[src/rtl/tdm_pkg.sv]
// Shared definitions for the 4:1 TDM link.
// The rotating transmit mux and the tdm_demux_four receiver both import this package.
package tdm_pkg;

    localparam int unsigned SLOTS      = 4;
    localparam int unsigned SLOT_IDX_W = 2;

    typedef logic [SLOT_IDX_W-1:0] slot_idx_t;

    localparam slot_idx_t SLOT_A = 2'd0;
    localparam slot_idx_t SLOT_B = 2'd1;
    localparam slot_idx_t SLOT_C = 2'd2;
    localparam slot_idx_t SLOT_D = 2'd3;

    typedef enum logic {
        HUNT = 1'b0,
        LOCK = 1'b1
    } state_e;

    // Slot that follows s in the rotation; index 3 wraps back to 0.
    function automatic slot_idx_t slot_next(input slot_idx_t s);
        return s + SLOT_IDX_W'(1);
    endfunction

endpackage

[src/rtl/tdm_slot_counter.sv]
// 2-bit wrapping slot counter with enable and synchronous load-to-1.
// The transmitter uses the same counter, so both ends of the link rotate identically.
module tdm_slot_counter
    import tdm_pkg::*;
(
    input  logic      clk,
    input  logic      rst,
    input  logic      en,
    input  logic      load1,
    output slot_idx_t cnt
);

    slot_idx_t cnt_q;
    slot_idx_t cnt_d;

    // load1 wins over en; both cases move the counter to slot B after a slot-0 beat.
    always_comb begin
        cnt_d = cnt_q;
        if (load1) begin
            cnt_d = SLOT_B;
        end else if (en) begin
            cnt_d = slot_next(cnt_q);
        end
    end

    always_ff @(posedge clk) begin
        if (rst) begin
            cnt_q <= SLOT_A;
        end else begin
            cnt_q <= cnt_d;
        end
    end

    assign cnt = cnt_q;

endmodule

[src/rtl/tdm_demux_four.sv]
// Receive end of the 4:1 TDM link: tracks the slot rotation, reassembles each
// frame and presents channels a..d in parallel with lock and alignment status.
module tdm_demux_four
    import tdm_pkg::*;
#(
    parameter int unsigned DATA_W   = 1,
    parameter int unsigned MISS_MAX = 2
) (
    input  logic              clk,
    input  logic              rst,
    input  logic [DATA_W-1:0] din,
    input  logic              din_valid,
    input  logic              fsync,
    output logic [DATA_W-1:0] a,
    output logic [DATA_W-1:0] b,
    output logic [DATA_W-1:0] c,
    output logic [DATA_W-1:0] d,
    output logic              s1,
    output logic              s0,
    output logic              frame_valid,
    output logic              locked,
    output logic              sync_err
);

    localparam int unsigned MISS_W = 3;
    localparam int unsigned STG_N  = SLOTS - 1;

    state_e                             state_q, state_d;
    logic [STG_N-1:0][DATA_W-1:0]       stg_q, stg_d;
    logic [SLOTS-1:0][DATA_W-1:0]       out_q, out_d;
    logic [MISS_W-1:0]                  miss_q, miss_d;
    logic [MISS_W-1:0]                  miss_inc;
    logic                               frame_valid_q, frame_valid_d;
    logic                               sync_err_q, sync_err_d;
    logic                               locked_q, locked_d;
    logic                               cnt_en, cnt_load1;
    slot_idx_t                          slot;

    tdm_slot_counter u_slot_counter (
        .clk   (clk),
        .rst   (rst),
        .en    (cnt_en),
        .load1 (cnt_load1),
        .cnt   (slot)
    );

    assign miss_inc = miss_q + MISS_W'(1);

    // Beat handling; with din_valid low only the one-cycle pulses fall back to 0.
    always_comb begin
        state_d       = state_q;
        stg_d         = stg_q;
        out_d         = out_q;
        miss_d        = miss_q;
        frame_valid_d = 1'b0;
        sync_err_d    = 1'b0;
        cnt_en        = 1'b0;
        cnt_load1     = 1'b0;

        if (din_valid) begin
            unique case (state_q)
                HUNT: begin
                    if (fsync) begin
                        stg_d[0]  = din;
                        miss_d    = '0;
                        cnt_load1 = 1'b1;
                        state_d   = LOCK;
                    end
                end
                LOCK: begin
                    if (fsync) begin
                        // Resync on every fsync; off slot 0 the partial frame is discarded.
                        sync_err_d = (slot != SLOT_A);
                        stg_d[0]   = din;
                        miss_d     = '0;
                        cnt_load1  = 1'b1;
                    end else begin
                        unique case (slot)
                            SLOT_A: begin
                                // Flywheel through missing fsyncs until MISS_MAX in a row.
                                if (miss_inc >= MISS_W'(MISS_MAX)) begin
                                    miss_d  = '0;
                                    state_d = HUNT;
                                end else begin
                                    miss_d    = miss_inc;
                                    stg_d[0]  = din;
                                    cnt_load1 = 1'b1;
                                end
                            end
                            SLOT_B: begin
                                stg_d[1] = din;
                                cnt_en   = 1'b1;
                            end
                            SLOT_C: begin
                                stg_d[2] = din;
                                cnt_en   = 1'b1;
                            end
                            SLOT_D: begin
                                out_d         = {din, stg_q[2], stg_q[1], stg_q[0]};
                                frame_valid_d = 1'b1;
                                cnt_en        = 1'b1;
                            end
                            default: ;
                        endcase
                    end
                end
                default: state_d = HUNT;
            endcase
        end

        locked_d = (state_d == LOCK);
    end

    always_ff @(posedge clk) begin
        if (rst) begin
            state_q       <= HUNT;
            stg_q         <= '0;
            out_q         <= '0;
            miss_q        <= '0;
            frame_valid_q <= 1'b0;
            sync_err_q    <= 1'b0;
            locked_q      <= 1'b0;
        end else begin
            state_q       <= state_d;
            stg_q         <= stg_d;
            out_q         <= out_d;
            miss_q        <= miss_d;
            frame_valid_q <= frame_valid_d;
            sync_err_q    <= sync_err_d;
            locked_q      <= locked_d;
        end
    end

    assign a           = out_q[0];
    assign b           = out_q[1];
    assign c           = out_q[2];
    assign d           = out_q[3];
    assign s1          = slot[1];
    assign s0          = slot[0];
    assign frame_valid = frame_valid_q;
    assign sync_err    = sync_err_q;
    assign locked      = locked_q;

endmodule

[config.mk]
export PLATFORM = sky130hd
export DESIGN_NAME = tdm_demux_four
export DESIGN_NICKNAME = d
export VERILOG_FILES = /design/src/rtl/tdm_pkg.sv /design/src/rtl/tdm_slot_counter.sv /design/src/rtl/tdm_demux_four.sv
export SDC_FILE = /design/constraint.sdc
export NUM_CORES = 1
export LEC_CHECK = 0
export CORE_MARGIN = 2
export CORE_UTILIZATION = 25
export DETAILED_ROUTE_END_ITERATION = 16
export PLACE_DENSITY = 0.43
export SLEW_MARGIN = 25
export SYNTH_ARGS = -nofsm -noshare
export SYNTH_HDL_FRONTEND = slang
export SYNTH_HIERARCHICAL = 1
export SYNTH_SLANG_ARGS = --single-unit
[constraint.sdc]
create_clock -name clk -period 1.2 [get_ports clk]
set_input_delay 0.24 -clock clk [delete_from_list [all_inputs] [get_ports clk]]
set_output_delay 0.24 -clock clk [all_outputs]
set_load 0.03 [all_outputs]
Word-level counts from Yosys, hierarchy flattened --
Cells that the tools add are included.
Word-level totals: bits in registers 15, bits in latches 0, memory bits (writable) 0, ROM bits 0, bits of input ports 5, logic and storage cells 63, memories 0
Operators by class: add/sub/neg operators 2, multiply operators 0, divide/modulo/power cells 0, magnitude comparators 1, eq/ne operators 6, shift-type cells 0, multiplexer cells 26, bitwise logic cells 3, reduce and logical (&&, ||, !) cells 12
Operators with widths (count):
- 1-bit two-way mux | 18
- 4-bit AND reduction | 4
- 3-bit two-way mux | 4
- 4-bit OR reduction | 2
- 1-bit case mux with 2 select lines | 3
- 3-bit case mux with 2 select lines | 1
- 2-bit == test, second input constant | 2
- 2-bit nonzero test | 2
- 3-bit by 1-bit adder with 3-bit output, second input constant | 1
- 3-bit by 2-bit greater-or-equal comparator with 1-bit output, second input constant | 1
- 3-bit by 2-bit != test with 1-bit output, second input constant | 1
- 3-bit != test, second input constant | 1
- 1-bit inverter | 3
- 3-bit AND reduction | 1
- 3-bit OR reduction | 1
- 2-bit by 1-bit adder with 2-bit output, second input constant | 1
- 2-bit by 1-bit == test with 1-bit output, second input constant | 1
- 2-bit zero test | 1
- 2-bit != test, second input constant | 1
- 2-bit OR reduction | 1

Depth between registers and ports, before layout --
word-level depth 8, mapped depth 6, depth with buffers taken out 6

Cells and area by module --
The synthesis kept the hierarchy.
By module, submodules not included:
- tdm_demux_four | times used 1, cells an instance 56, area each 596.8 um^2, seq. area each 260.2 um^2
- tdm_slot_counter | times used 1, cells an instance 8, area each 87.6 um^2, seq. area each 40.0 um^2

Worst setup path after synthesis --
No wires, ideal clock.
path type reg2reg, start point reg u_slot_counter.cnt_q[0] (netlist: u_slot_counter/cnt[0]), end point reg u_slot_counter.cnt_q[1] (netlist: u_slot_counter/cnt[1]), setup time 0.079 ns, data arrival time 1.309 ns, path slack -0.189 ns, stages on the path, launching flop included 5, buffers on the path 0, cells stage by stage dfxtp_1 > nor2_1 > nor2_1 > nand3b_1 > a211oi_2
Between the ends: cells in the longest elaborated chain, start to end 6, elaborated cells on any way between the ends 15, those cells by class add/sub: 1; eq/ne: 3; mux: 8; reduce/logical: 3
Ends and longest elaborated chain:
- start, declared | RTL line tdm_slot_counter.sv:13 | slot_idx_t cnt_q;
- start signal, assigned | RTL line tdm_slot_counter.sv:30 | cnt_q <= cnt_d;
- 2-bit by 1-bit == test with 1-bit output / 2-bit == test (equally long branches) | RTL line tdm_demux_four.sv:78 | unique case (slot)
- 3-bit OR reduction (no source line) (*)
- 1-bit two-way mux (*) | RTL line tdm_demux_four.sv:78
- 1-bit two-way mux (*) | RTL line tdm_demux_four.sv:71 | if (fsync) begin
- 1-bit two-way mux (*) | RTL line tdm_demux_four.sv:61 | unique case (state_q)
- 1-bit two-way mux (*) | RTL line tdm_demux_four.sv:60 | if (din_valid) begin
- net cnt_en | RTL line tdm_demux_four.sv:36 | logic cnt_en, cnt_load1;
The timed path passes the listed nets; every way through them passes the cells marked *. A chain may end at the register's enable or synchronous reset.

Worst setup path after layout --
start point reg miss_q[1], end point reg u_slot_counter.cnt_q[1] (netlist: u_slot_counter/cnt[1])
Between the ends: cells in the longest elaborated chain, start to end 8
Ends and longest elaborated chain:
- start, declared | RTL line tdm_demux_four.sv:31 | logic [MISS_W-1:0] miss_q, miss_d;
- start signal, assigned | RTL line tdm_demux_four.sv:127 | miss_q <= miss_d;
- 3-bit by 1-bit adder with 3-bit output | RTL line tdm_demux_four.sv:47 | assign miss_inc = miss_q + MISS_W'(1);
- 3-bit by 2-bit greater-or-equal comparator with 1-bit output | RTL line tdm_demux_four.sv:81 | if (miss_inc >= MISS_W'(MISS_MAX)) begin
- 1-bit two-way mux | RTL line tdm_demux_four.sv:81
- 1-bit two-way mux | RTL line tdm_demux_four.sv:78
- 1-bit two-way mux | RTL line tdm_demux_four.sv:71
- 1-bit case mux with 2 select lines | RTL line tdm_demux_four.sv:61
- 1-bit two-way mux | RTL line tdm_demux_four.sv:60
- net cnt_load1 | RTL line tdm_demux_four.sv:36
- 2-bit OR reduction (no source line)
The timed path passes the listed nets, and every way through them passes these cells.

==> metrics.yaml <==
synth:
  yosysSeqAreaShare_pct: 43.9
  netlist.area_leader.share_pct: 43.9
  synth_seq_cells: 15
  synth-edff-count: 0
  yosysWarningCount: 6
  synth_compound_area_share_pct: 11.5
  synth_area_leaders: "dfxtp_1 44%, mux2i_1 10%, nor3b_2 5.5%, nor2_1 4.4%, ha_1 3.7%"
  synth_adder_area_share_pct: 3.66
  syn_nets: 71
  yosys.cell_types.count: 25
  yosys.area_share.simple_pct: 26.5
  synth.area.mux_share_pct: 10.2
  netlist_area_sq_um: 684
  synth_top_family_by_area: "simple AND/OR/NAND/NOR gates"
  ys.flop_type: "dfxtp_1"
  async_reset_ff_share_pct: 0
  avgSynthCellArea_sq_um: 10.7
  syn-instance-count: 64
  synthXorXnorAreaFrac_pct: 2.56
  synth_top_area_cell: "dfxtp_1"
critical_path:
  required_ns: 1.40
  startpoint: "miss_q[1]$_SDFFE_PP0P_"
  worstSetupStartpointType: "flip-flop"
  critical_path_cell_count: 6
  critical_path_buf_inv_count: 2
  worstRegToRegCells: 6
  rr_startpoint: "miss_q[1]$_SDFFE_PP0P_"
  r2r_end: "u_slot_counter/cnt[1]$_SDFFE_PP0P_"
  crit_chain: "inv_2 > ha_4 > nor3b_4 > o21a_4 > buf_4 > a211oi_2"
  cp.arrival_ns: 1.57
  cpLargestDelayFamily: "flip-flops"
  crit_slowest_cell: "dfxtp_2"
  worst-setup-path-type: "reg -> reg"
  endpoint_kind: "flip-flop"
  worstPathMaxFanout: 3
  rrSetupSlack_ns: -0.17
  endpoint: "u_slot_counter/cnt[1]$_SDFFE_PP0P_"
  cp_slowest_stage_delay_ns: 0.37
routing:
  drtPass1Iterations: 4
  antenna_left: 0
  wl_per_cell_microns: 11.2
  via_count: 552
  drt-total-wl_microns: 1400
  drc: 0
  viasPerCell: 4.42
  drt-initial-drc-count: 13
layout:
  multiInputGateArea_sq_um: 419
  diodes: 0
  final_core_util_pct: 40.0
  final_cells: 125
  layout.nets: 103
  drive_above_1_share_pct: 49.5
  regArea_sq_um: 307
  syn_to_final_growth_pct: 48.8
  num-fill-cells: 270
power:
  p_sw_share_pct: 24.8
  p_clk_share_pct: 30.1
  ir_worst_vdd_uv: 616
  p_switching_uw: 234
  p_comb_share_pct: 14.7
  internal-power_uw: 711
  power_density_nw_per_um2: 928
  p_seq_share_pct: 55.2
  p_leak_nw: 0.408
sta:
  worstMarginPinSlew_ns: 0.256
  hold_ws_ns: 0.402
  min_period_ns: 1.37
  hold_violations: 0
  setup_violations: 6
  slew_violations: 0
  min_period_over_period_pct: 114
  setup_ws_ns: -0.171
  fmaxAchievable_mhz: 729
  setup_tns_ns: -0.512
  rsz0062_at_grt: "yes"
  slew_headroom_pct: 82.7
  fin_worst_skew_ns: 0.00308
grt:
  grt_max_degree: 9
  antenna_found_initial: 0
  grt.overflow.total: 0
  grt_pass1_wl_microns: 2310
  grt_pass1_vias: 531
  grt_usage_pct: 9.33
outcome:
  outcome: "finished with violations"
  violations: "negative setup slack"
floorplan:
  start_util_pct: 26.9
  die_w_microns: 56.3
  row_count: 18
  die_area_sq_um: 3170
  fp.dieH_microns: 56.3
  io_pins: 14
  core-area_sq_um: 2540
clock_tree:
  cts_tree: "done"
  clk_path_buf_depth: 2
  cts_htree_levels: 1
  holdBufCountCts: 0
  clk_pin_slew_ns: 0.09
  clock_sinks: 15
  root_buffer: "clkbuf_4"
  cts_made_buffers: 3
  clock_latency_ns: 0.27
placement:
  dp_hpwl_microns: 1040
  dp_worst_setup_slack_ns: -0.419
  numPlacedInstances: 118
  gp_congestion: 0.695
  numPortBuffers: 13
worst_hold_path:
  whs_path_depth: 5
  hold_class: "in -> reg"
flow_run:
  drv_cap: 0
## layout by cell type, fill, tap and decap left out, drive strengths merged
| cell | count |
|---|---|
| buf | 24 |
| dfxtp | 15 |
| nor2 | 9 |
| mux2i | 7 |
| nor3b | 5 |
| nand2 | 4 |
| clkbuf | 4 |
| nand2b | 3 |
| a21oi | 3 |
| nor3 | 2 |
| ha | 2 |
| clkdlybuf4s50 | 2 |
| inv | 2 |
| nand3b | 2 |
| xor2 | 1 |
| o31ai | 1 |
| o21a | 1 |
| nor4b | 1 |
| o21ai | 1 |
| nand3 | 1 |
| dlygate4sd2 | 1 |
| dlymetal6s2s | 1 |
| a21bo | 1 |
| a211oi | 1 |
| xnor2 | 1 |
## Yosys cell counts (all sizes together), types with 2 or more instances
cell and number:
a21oi 3, nor3 2, nor2 9, nand2 4, dfxtp 15, ha 2
mux2i 7, nand3b 2, nand2b 3, nor3b 5, inv 2
## cell type report
type | instances | area share [%]
multi-input cells | 46 | 41.2
flip-flops and latches | 15 | 30.1
repair buffers | 28 | 21.7
well taps | 30 | 3.69
clock buffers | 4 | 2.58
inverters | 2 | 0.737
## timing repair
item | in CTS | in global routing
endpoints found under the hold margin | 0 | 0
endpoints found under the setup margin | 14 | 12
gates resized for setup | 2 | 4
gates cloned | 0 | 0
setup buffers | 1 | 2
pin swaps | 5 | 3
## layer usage
metal  GRT usage, %  routed length [microns]  up-vias
li1               -                        -      282
met1           10.7                      651      259
met2           15.0                      667        9
met3           5.53                       63        2
met4           2.04                       13        0
met5              0                        0        -
## sequential cells by signal, summed over array words and instances (netlist names)
signal / count
stg_q: 3
c: 1
miss_q: 3
sync_err: 1
u_slot_counter/cnt: 2
b: 1
frame_valid: 1
d: 1
locked: 1
a: 1
## power by group through the flow
stage	logic, mW	clock network (mW)	registers, mW
6_report	0.139	0.284	0.522
5_1_grt	0.152	0.325	0.524
4_1_cts	0.132	0.302	0.521
3_5_place_dp	0.130	0	0.533
3_3_place_gp	0.131	0	0.533
2_1_floorplan	0.0501	0	0.545
## metrics by stage
step | power (mW) | instance area, sq um
2_1_floorplan | 0.595 | 717
3_3_place_gp | 0.664 | 948
3_5_place_dp | 0.663 | 948
4_1_cts | 0.955 | 981
5_1_grt | 1.00 | 1020
6_report | 0.945 | 1020
## worst min-delay path by stage
stage	endpoint	start	slack (ns)
2_1_floorplan	u_slot_counter/cnt[0]$_SDFFE_PP0P_	rst	0.30
3_3_place_gp	stg_q[0]$_SDFFE_PP0P_	stg_q[0]$_SDFFE_PP0P_	0.47
3_5_place_dp	stg_q[0]$_SDFFE_PP0P_	stg_q[0]$_SDFFE_PP0P_	0.47
4_1_cts	sync_err$_SDFF_PP0_	din_valid	0.47
5_1_grt	sync_err$_SDFF_PP0_	fsync	0.42
6_report	miss_q[0]$_SDFFE_PP0P_	fsync	0.40
## cell families after synthesis
| kind of cell | Yosys count |
|---|---|
| buffers and inverters | 3 |
| muxes | 7 |
| and+or+nand+nor | 27 |
| adders and majority gates | 2 |
| DFF | 15 |
| AOI/OAI and AO/OA | 8 |
| xor gates and xnor gates | 2 |
## worst min-delay path: cells and delay by family
kind	cells	cell delay (ns)
buf+inv	2	0.24
simple gates	2	0.11
compound gates	1	0.05
Power figures use the tool's default switching activity.
